`config.mk`:
```
export PLATFORM = sky130hd
export DESIGN_NAME = hi_lo_register
export DESIGN_NICKNAME = d
export VERILOG_FILES = /design/src/rtl/hi_lo_register_pkg.sv /design/src/rtl/mul_latency_timer.sv /design/src/rtl/hi_lo_register.sv
export SDC_FILE = /design/constraint.sdc
export NUM_CORES = 1
export LEC_CHECK = 0
export CELL_PAD_IN_SITES_DETAIL_PLACEMENT = 0
export CELL_PAD_IN_SITES_GLOBAL_PLACEMENT = 1
export CORE_ASPECT_RATIO = 1.25
export CORE_UTILIZATION = 25
export CTS_CLUSTER_DIAMETER = 150
export DETAILED_ROUTE_END_ITERATION = 8
export PLACE_DENSITY_LB_ADDON = 0.1
export SETUP_SLACK_MARGIN = 0.3
export SYNTH_ARGS = -nofsm -noshare
export SYNTH_HDL_FRONTEND = slang
export SYNTH_SLANG_ARGS = --single-unit
```
`constraint.sdc`:
```
create_clock -name clk -period 10.9 [get_ports clk]
set_input_delay 1.635 -clock clk [delete_from_list [all_inputs] [get_ports clk]]
set_output_delay 1.635 -clock clk [all_outputs]
set_load 0.02 [all_outputs]
```
`src/rtl/hi_lo_register_pkg.sv`:
```
// Shared funct codes and HI/LO controller state encoding, also used by the multiplier and ALU
// control.
package hi_lo_register_pkg;

  localparam logic [5:0] FunctMfhi  = 6'b010000;
  localparam logic [5:0] FunctMthi  = 6'b010001;
  localparam logic [5:0] FunctMflo  = 6'b010010;
  localparam logic [5:0] FunctMtlo  = 6'b010011;
  localparam logic [5:0] FunctMultu = 6'b011001;

  typedef enum logic [1:0] {
    StIdle = 2'b00,
    StWait = 2'b01,
    StDone = 2'b10
  } hi_lo_state_e;

  // Rising edge of MULTU on the funct bus; a held MULTU starts only one product.
  function automatic logic multu_accept(input logic [5:0] funct, input logic [5:0] prev_funct);
    return (funct == FunctMultu) && (prev_funct != FunctMultu);
  endfunction

endpackage

```
`src/rtl/mul_latency_timer.sv`:
```
// Down-counter that times a fixed-latency functional unit: load, decrement, zero flag.
module mul_latency_timer #(
  parameter int unsigned CNT_W      = 6,
  parameter int unsigned LOAD_VALUE = 33
) (
  input  logic clk_i,
  input  logic rst_i,
  input  logic load_i,
  input  logic dec_i,
  output logic zero_o
);

  logic [CNT_W-1:0] count_q, count_d;

  always_comb begin
    count_d = count_q;
    if (load_i) begin
      count_d = CNT_W'(LOAD_VALUE);
    end else if (dec_i && (count_q != '0)) begin
      count_d = count_q - CNT_W'(1);
    end
  end

  always_ff @(posedge clk_i or posedge rst_i) begin
    if (rst_i) begin
      count_q <= '0;
    end else begin
      count_q <= count_d;
    end
  end

  assign zero_o = (count_q == '0);

endmodule

```
`src/rtl/hi_lo_register.sv`:
```
// Architectural HI/LO for the iterative multiplier: times the product latency, captures the
// 64-bit result, serves MFHI/MFLO/MTHI/MTLO and flags busy while a product is pending.
module hi_lo_register
  import hi_lo_register_pkg::*;
#(
  parameter int unsigned MUL_LATENCY = 34,
  parameter int unsigned CNT_W       = 6
) (
  input  logic        clk,
  input  logic        reset,
  input  logic [5:0]  signal,
  input  logic [63:0] mulResult,
  input  logic [31:0] dataIn,
  output logic [31:0] dataOut,
  output logic        busy
);

  localparam int unsigned LoadValue = MUL_LATENCY - 1;

  hi_lo_state_e state_q, state_d;
  logic [5:0]   prev_signal_q, prev_signal_d;
  logic [31:0]  hi_q, hi_d;
  logic [31:0]  lo_q, lo_d;
  logic [31:0]  data_out_q, data_out_d;
  logic         busy_q, busy_d;

  logic accept;
  logic timer_load;
  logic timer_dec;
  logic timer_zero;

  assign accept = multu_accept(signal, prev_signal_q);

  mul_latency_timer #(
    .CNT_W      (CNT_W),
    .LOAD_VALUE (LoadValue)
  ) u_timer (
    .clk_i  (clk),
    .rst_i  (reset),
    .load_i (timer_load),
    .dec_i  (timer_dec),
    .zero_o (timer_zero)
  );

  always_comb begin
    state_d       = state_q;
    prev_signal_d = signal;
    hi_d          = hi_q;
    lo_d          = lo_q;
    data_out_d    = data_out_q;
    busy_d        = busy_q;
    timer_load    = 1'b0;
    timer_dec     = 1'b0;

    case (state_q)
      StWait: begin
        // mulResult is only sampled here, so X on it elsewhere never reaches HI/LO.
        if (timer_zero) begin
          hi_d    = mulResult[63:32];
          lo_d    = mulResult[31:0];
          busy_d  = 1'b0;
          state_d = StDone;
        end else begin
          timer_dec = 1'b1;
        end
        // A restart discards the in-flight product, same as the multiplier does.
        if (accept) begin
          timer_load = 1'b1;
          timer_dec  = 1'b0;
          busy_d     = 1'b1;
          state_d    = StWait;
        end
      end

      StIdle, StDone: begin
        state_d = StIdle;
        if (accept) begin
          timer_load = 1'b1;
          busy_d     = 1'b1;
          state_d    = StWait;
        end else begin
          case (signal)
            FunctMthi: hi_d       = dataIn;
            FunctMtlo: lo_d       = dataIn;
            FunctMfhi: data_out_d = hi_q;
            FunctMflo: data_out_d = lo_q;
            default:   ;
          endcase
        end
      end

      default: begin
        state_d = StIdle;
        busy_d  = 1'b0;
      end
    endcase
  end

  always_ff @(posedge clk or posedge reset) begin
    if (reset) begin
      state_q       <= StIdle;
      prev_signal_q <= '0;
      hi_q          <= '0;
      lo_q          <= '0;
      data_out_q    <= '0;
      busy_q        <= 1'b0;
    end else begin
      state_q       <= state_d;
      prev_signal_q <= prev_signal_d;
      hi_q          <= hi_d;
      lo_q          <= lo_d;
      data_out_q    <= data_out_d;
      busy_q        <= busy_d;
    end
  end

  assign dataOut = data_out_q;
  assign busy    = busy_q;

endmodule

```
==> results.toml <==
[outcome]
status = "completed"

[place]
portBuffers = 136
routabilityCongestion = 0.694
post-dp-hpwl_um = 8770
pre_cts_slack_ns = 6.59

[power_and_ir_drop]
cellPowerDensity_nw_per_um2 = 214
leakagePower_nw = 3.33
ir_drop_v = 0.0000881
power_w = 0.00154

[logic_synthesis]
synthesis.nets = 624
ys_ff_latch = 111
yosysTopAreaCell = "dfrtp_1"
synthCells = 518
synth_simple_gate_area_frac = 0.186
synth_edf_count = 0
synth.cell_area_sq_um = 5340
synth_area_leaders = "dfrtp_1 52%, mux2_2 13%, nand2_1 12%, mux2i_1 6.0%, nand2b_1 3.9%"
yosysWarningCount = 0
synth.most_common_cell = "nand2_1"
syn_area_per_cell_sq_um = 10.3
async_flop_share = 1.00
synth_commonest_cells = "170 x nand2_1, 111 x dfrtp_1, 61 x mux2_2"
yosysUniqueCellTypes = 38
muxShareOfSynthArea = 0.195
ys_seq_area_frac = 0.520
ys.flop_type = "dfrtp_1"
synth_top_family_by_area = "multiplexers"
synth_top_area_frac = 0.520
synth-xor-area-share = 0
synth_fa_ha_area_frac = 0.00469
synth-compound-area-share = 0.0546

[detailed_routing]
firstDrtPassIters = 4
drtAntennaViolNets = 0
drtIter0Drc = 146
drt_wl_total_um = 13200
drc_errors = 0
wl_per_cell_um = 14.4
viasPerCell = 4.28
routed-via-count = 3937

[timing]
period_share = 0.356
finalSetupViolCount = 0
rsz0062_at_grt = "false"
finalHoldViolCount = 0
setup_tns_ns = 0
fin_skew_ns = 0.00551
slew_headroom = 0.270
drv_slew = 0
fin_crit_ns = 3.89
finalWorstSetupSlack_ns = 7.01
fmax_ghz = 0.257
worst_pin_slew_ns = 1.09
holdWs_ns = 0.481

[cells_and_area]
final_layout_size_suffix_gt1_frac = 0.143
fin_util = 0.346
syn_to_final_growth_pct = 35.4
fin_nets = 746
diodes = 0

[floorplan]
fp.coreArea_sq_um = 20900
dieArea_sq_um = 21900
rows = 59
num_io_pins = 137
die_x_um = 133
die_h_um = 165
start_util = 0.255

[clock_network]
postCtsResizedCells = 0
max-clock-path-buffers = 2
clock_sinks = 111
clk_pin_slew_ns = 0.07
post_cts_buffers = 0
cts_buffers = 9
clkLatencyLatePin_ns = 0.35
cts_hold_buf = 0
htree_num_levels = 3
cts_tree = "done"
clock-root-buffer = "clkbuf_16"

[global_routing]
antenna_found_initial = 0
grt_pass1_wl_um = 21000
grt_pass1_vias = 4054
grt_use_total = 0.126
grt-ovfl-total = 0
grt_max_degree = 86

[min_path]
hp-class = "flop to flop"
hold_start = "dataOut[2]"

[run]
drv_cap = 0

[critical_path]
crit_path_top_delay_cell = "a32o_2"
arrival_ns = 4.12
r2r_slack_ns = 7.96
crit_type = "primary input to flop"
r2r_start = "u_timer.count_q[0]"
path_max_fanout = 32
cp_cell_sequence = "clkdlybuf4s50_1 -> or3b_4 -> nor3_2 -> a32o_2 -> mux2_2"
max_stage_delay_ns = 0.97
crit_path_end_kind = "flop"
critPathLaunchType = "primary input"
required_ns = 11.14
setup.worst_path.start = "signal[4]"
[path summary, 6_finish.rpt]
path / cells past startpoint / end
setup reg to reg: 6 / hi_q[11]
min in group asynchronous: 2 / dataOut[10]
hold reg to reg: 2 / dataOut[2]
max in group asynchronous: 3 / state_q[0]
hold / removal: 2 / dataOut[2]
setup / recovery: 5 / hi_q[11]
[placed cells by master, fill, tap and decap left out, types with 3 or more instances in the layout]
cell and instances:
nand2_1 170, clkdlybuf4s50_1 135, dfrtp_1 110, mux2_2 61, nand2b_1 33, mux2i_1 32, o21ai_1 32, clkbuf_16 9
inv_1 5, buf_4 5, nor2_1 4, nand3b_1 3, mux2_1 3, a21oi_1 3, clkinv_2 3
[cell families after synthesis]
family | Yosys count
adder cells (fa/ha/maj) | 2
flip-flops | 111
multiplexers | 96
AO/OA/AOI/OAI | 48
buffers and inverters | 36
AND/OR/NAND/NOR | 225
[metrics by stage]
stage	instances	instance area, sq um
floorplan	518	5340
global placement	903	6900
detailed placement	903	6900
CTS	919	7230
global route	919	7230
finish	919	7230
[final cells by class]
type | count | area, sq um
Fill cell | 2118 | 13700
Multi-Input combinational cell | 371 | 2360
Clock buffer | 10 | 239
Timing Repair Buffer | 141 | 1390
Tap cell | 274 | 343
Clock inverter | 6 | 83.8
Inverter | 6 | 25.0
Sequential cell | 111 | 2780
[flip-flops by register name (all words and copies together), names as in the netlist]
signal           flops
dataOut             32
hi_q                32
lo_q                32
prev_signal_q        6
u_timer.count_q      6
state_q              2
busy                 1
[critical path, delay by kind of cell]
kind	cells	cell delay, ns
buffers and inverters	1	0.46
AND/OR/NAND/NOR	2	0.62
AO/OA/AOI/OAI	1	0.97
multiplexers	1	0.42
[power by group]
part,internal (W),switching (W),total (W)
combinational,0.000276,0.000272,0.000548
clock,0.000207,0.000151,0.000358
sequential,0.000551,0.0000859,0.000637
[layer usage]
| metal | global-route usage | vias to the layer above | wire length, um |
|---|---|---|---|
| li1 | - | 1972 | - |
| met1 | 0.145 | 1873 | 5680 |
| met2 | 0.231 | 78 | 6830 |
| met3 | 0.0253 | 14 | 472 |
| met4 | 0.0470 | 0 | 212 |
| met5 | 0 | - | 0 |
Note: power is estimated with default switching activity, not from simulation.
==> variant (same flow settings) <==
Set the parameter `MUL_LATENCY` to 32 (it was 34).
--- a/src/rtl/hi_lo_register.sv
+++ b/src/rtl/hi_lo_register.sv
@@ -4,5 +4,5 @@
   import hi_lo_register_pkg::*;
 #(
-  parameter int unsigned MUL_LATENCY = 34,
+  parameter int unsigned MUL_LATENCY = 32,
   parameter int unsigned CNT_W       = 6
 ) (
Check against the original RTL: same outputs for any inputs over 4 cycles, from zero or initial values and one cycle with reset high; that may be too few to reach the edited logic, so the function may still have changed.
==> variant against the original RTL <==
Combinational power is 24% higher. Power is 12% higher. Routed wire length is 20% higher. Final area is 1.9% higher. Critical endpoint is now lo_q[9]. Setup slack worse by 0.0090 ns. Sequential cell count stayed put. Largest cell class unchanged. Non-clock buffer count is 3 higher. Clock skew is 0.0065 ns higher. Area after synthesis is 3.1% higher.
==> variant: results (changes against the original RTL) <==
Logic synthesis
  • Netlist cell types: 46 (+21%)
  • Ys flop type: dfrtp_1
  • Warnings from Yosys: 0 (unchanged)
  • Ys async rst share: 100.0% (unchanged)
  • Top post-synthesis cells by count: dfrtp_1, nand2_1, mux2_2
  • Synth Net Count: 544 (-13%)
  • Top cells by area, synth: dfrtp_1, mux2_4, mux2_2
  • Sequential area share after synthesis: 50.45% (-1.6 points)

CTS
  • Clk root buf: clkbuf_16
  • H-tree levels: 3 (unchanged)
  • CTS resizes: 0 (unchanged)
  • CTS Buf Count: 9 (unchanged)
  • Clk slew on worst S/H paths: 0.07 ns (about the same)

Placement
  • # port buffers: 136 (unchanged)
  • Routability cong.: 0.7002 (+0.85%)
  • Dpl hpwl: 10.08 mm (+15%)
  • Post-DP Area: 7082 um^2 (+2.6%)

Pwr
  • Max VDD drop: 0.08196 mV (-6.9%)
  • LEAKAGE: 2.977 nW (-10%)

GRT
  • M2 GR Usage: 25.17% (+2.0 points)
  • Initial antenna violation count: 1 (+1)
  • First-pass GRT wire length: 24.54 mm (+17%)
  • GRT met3 Usage: 2.590% (+0.056 points)
  • Largest net degree at the start of global routing: 78 (-9.3%)
  • Gr usage total: 14.38% (+1.8 points)
  • Vias in the first global route: 4283 (+5.6%)
  • GR Util met1: 18.01% (+3.5 points)

Critical path
  • CP max FO: 33 (+3.1%)
  • Max incr delay on CP: 0.70 ns (-0.27 ns)
  • Delay-heaviest family, CP: simple AND/OR/NAND/NOR gates
  • Crit-path slowest cell: or2_2

STA
  • Clk_skew: 0.01205 ns (+0.006542 ns)
  • Worst-Margin Slew: 0.9498 ns (-0.1451 ns)

Hold path
  • Hold crit path type: flop to flop

Route
  • Via count: 3939 (+0.051%)
  • First-pass DRT Iterations: 4 (unchanged)
  • Number of DRC markers in iteration 0: 227 (+55%)
  • WL/cell: 18.87 um (+31%)

Cells and area
  • Nets@finish: 661 (-11%)
  • Layout cell share with drive strength beyond 1: 24.29% (+10 points)

Status
  • Status: completed
## variant: path summary, 6_finish.rpt
| kind | from | end | slack (ns) | cells after the start |
|---|---|---|---|---|
| worst max-delay path | signal[4] | lo_q[9] | 7.01 | 6 |
| worst min-delay path | dataOut[12] | dataOut[12] | 0.48 | 2 |
| worst max register to register | state_q[0] | hi_q[16] | 7.37 | 6 |
| worst min register to register | dataOut[12] | dataOut[12] | 0.48 | 2 |
| max in group asynchronous | reset | state_q[0] | 7.82 | 3 |
| min in group asynchronous | reset | dataOut[14] | 1.72 | 2 |
## variant: cells by family after synthesis
| family | count (synthesis) | share of synthesized area (%) |
|---|---|---|
| AO/OA/AOI/OAI | 83 | 12.34 |
| adder cells (fa/ha/maj) | 2 | 0.4545 |
| buffers and inverters | 42 | 3.818 |
| flip-flops | 111 | 50.45 |
| multiplexers | 96 | 20.95 |
| AND/OR/NAND/NOR | 104 | 11.98 |
## variant: metrics by stage
stage | setup slack [ns] | cells | util, %
CTS | 6.963 | 839 | 34.15
finish | 7.006 | 840 | 34.16
floorplan | 6.334 | 438 | -
detailed placement | 6.598 | 823 | 32.87
global placement | 6.656 | 823 | 32.87
global route | 6.886 | 839 | 34.15
## variant: final cells by class
class / instances / area, um^2
clock inverters: 6 / 46.29
well taps: 279 / 349.1
diodes: 1 / 2.502
repair buffers: 144 / 1416
inverters: 4 / 17.52
clock buffers: 10 / 229.0
multi-input cells: 285 / 2520
fillers: 2131 / 14190
flip-flops and latches: 111 / 2779
## variant: worst min-delay path, cell delays in order, from the launching register on
cell,delay [ns]
dfrtp_1,0.35
nand2_1,0.04
o21ai_0,0.05
## variant: power by group
part           internal [mW]  leakage (nW)  total, mW  switching [mW]
clock network          0.157         0.129      0.320           0.163
registers              0.608          1.35      0.728           0.120
logic                  0.385          1.50      0.678           0.294
## variant: layer usage
layer	vias to the layer above	share of wire (%)
li1	1875	-
met1	1974	44
met2	85	51
met3	5	4.0
met4	0	0.76
met5	-	0
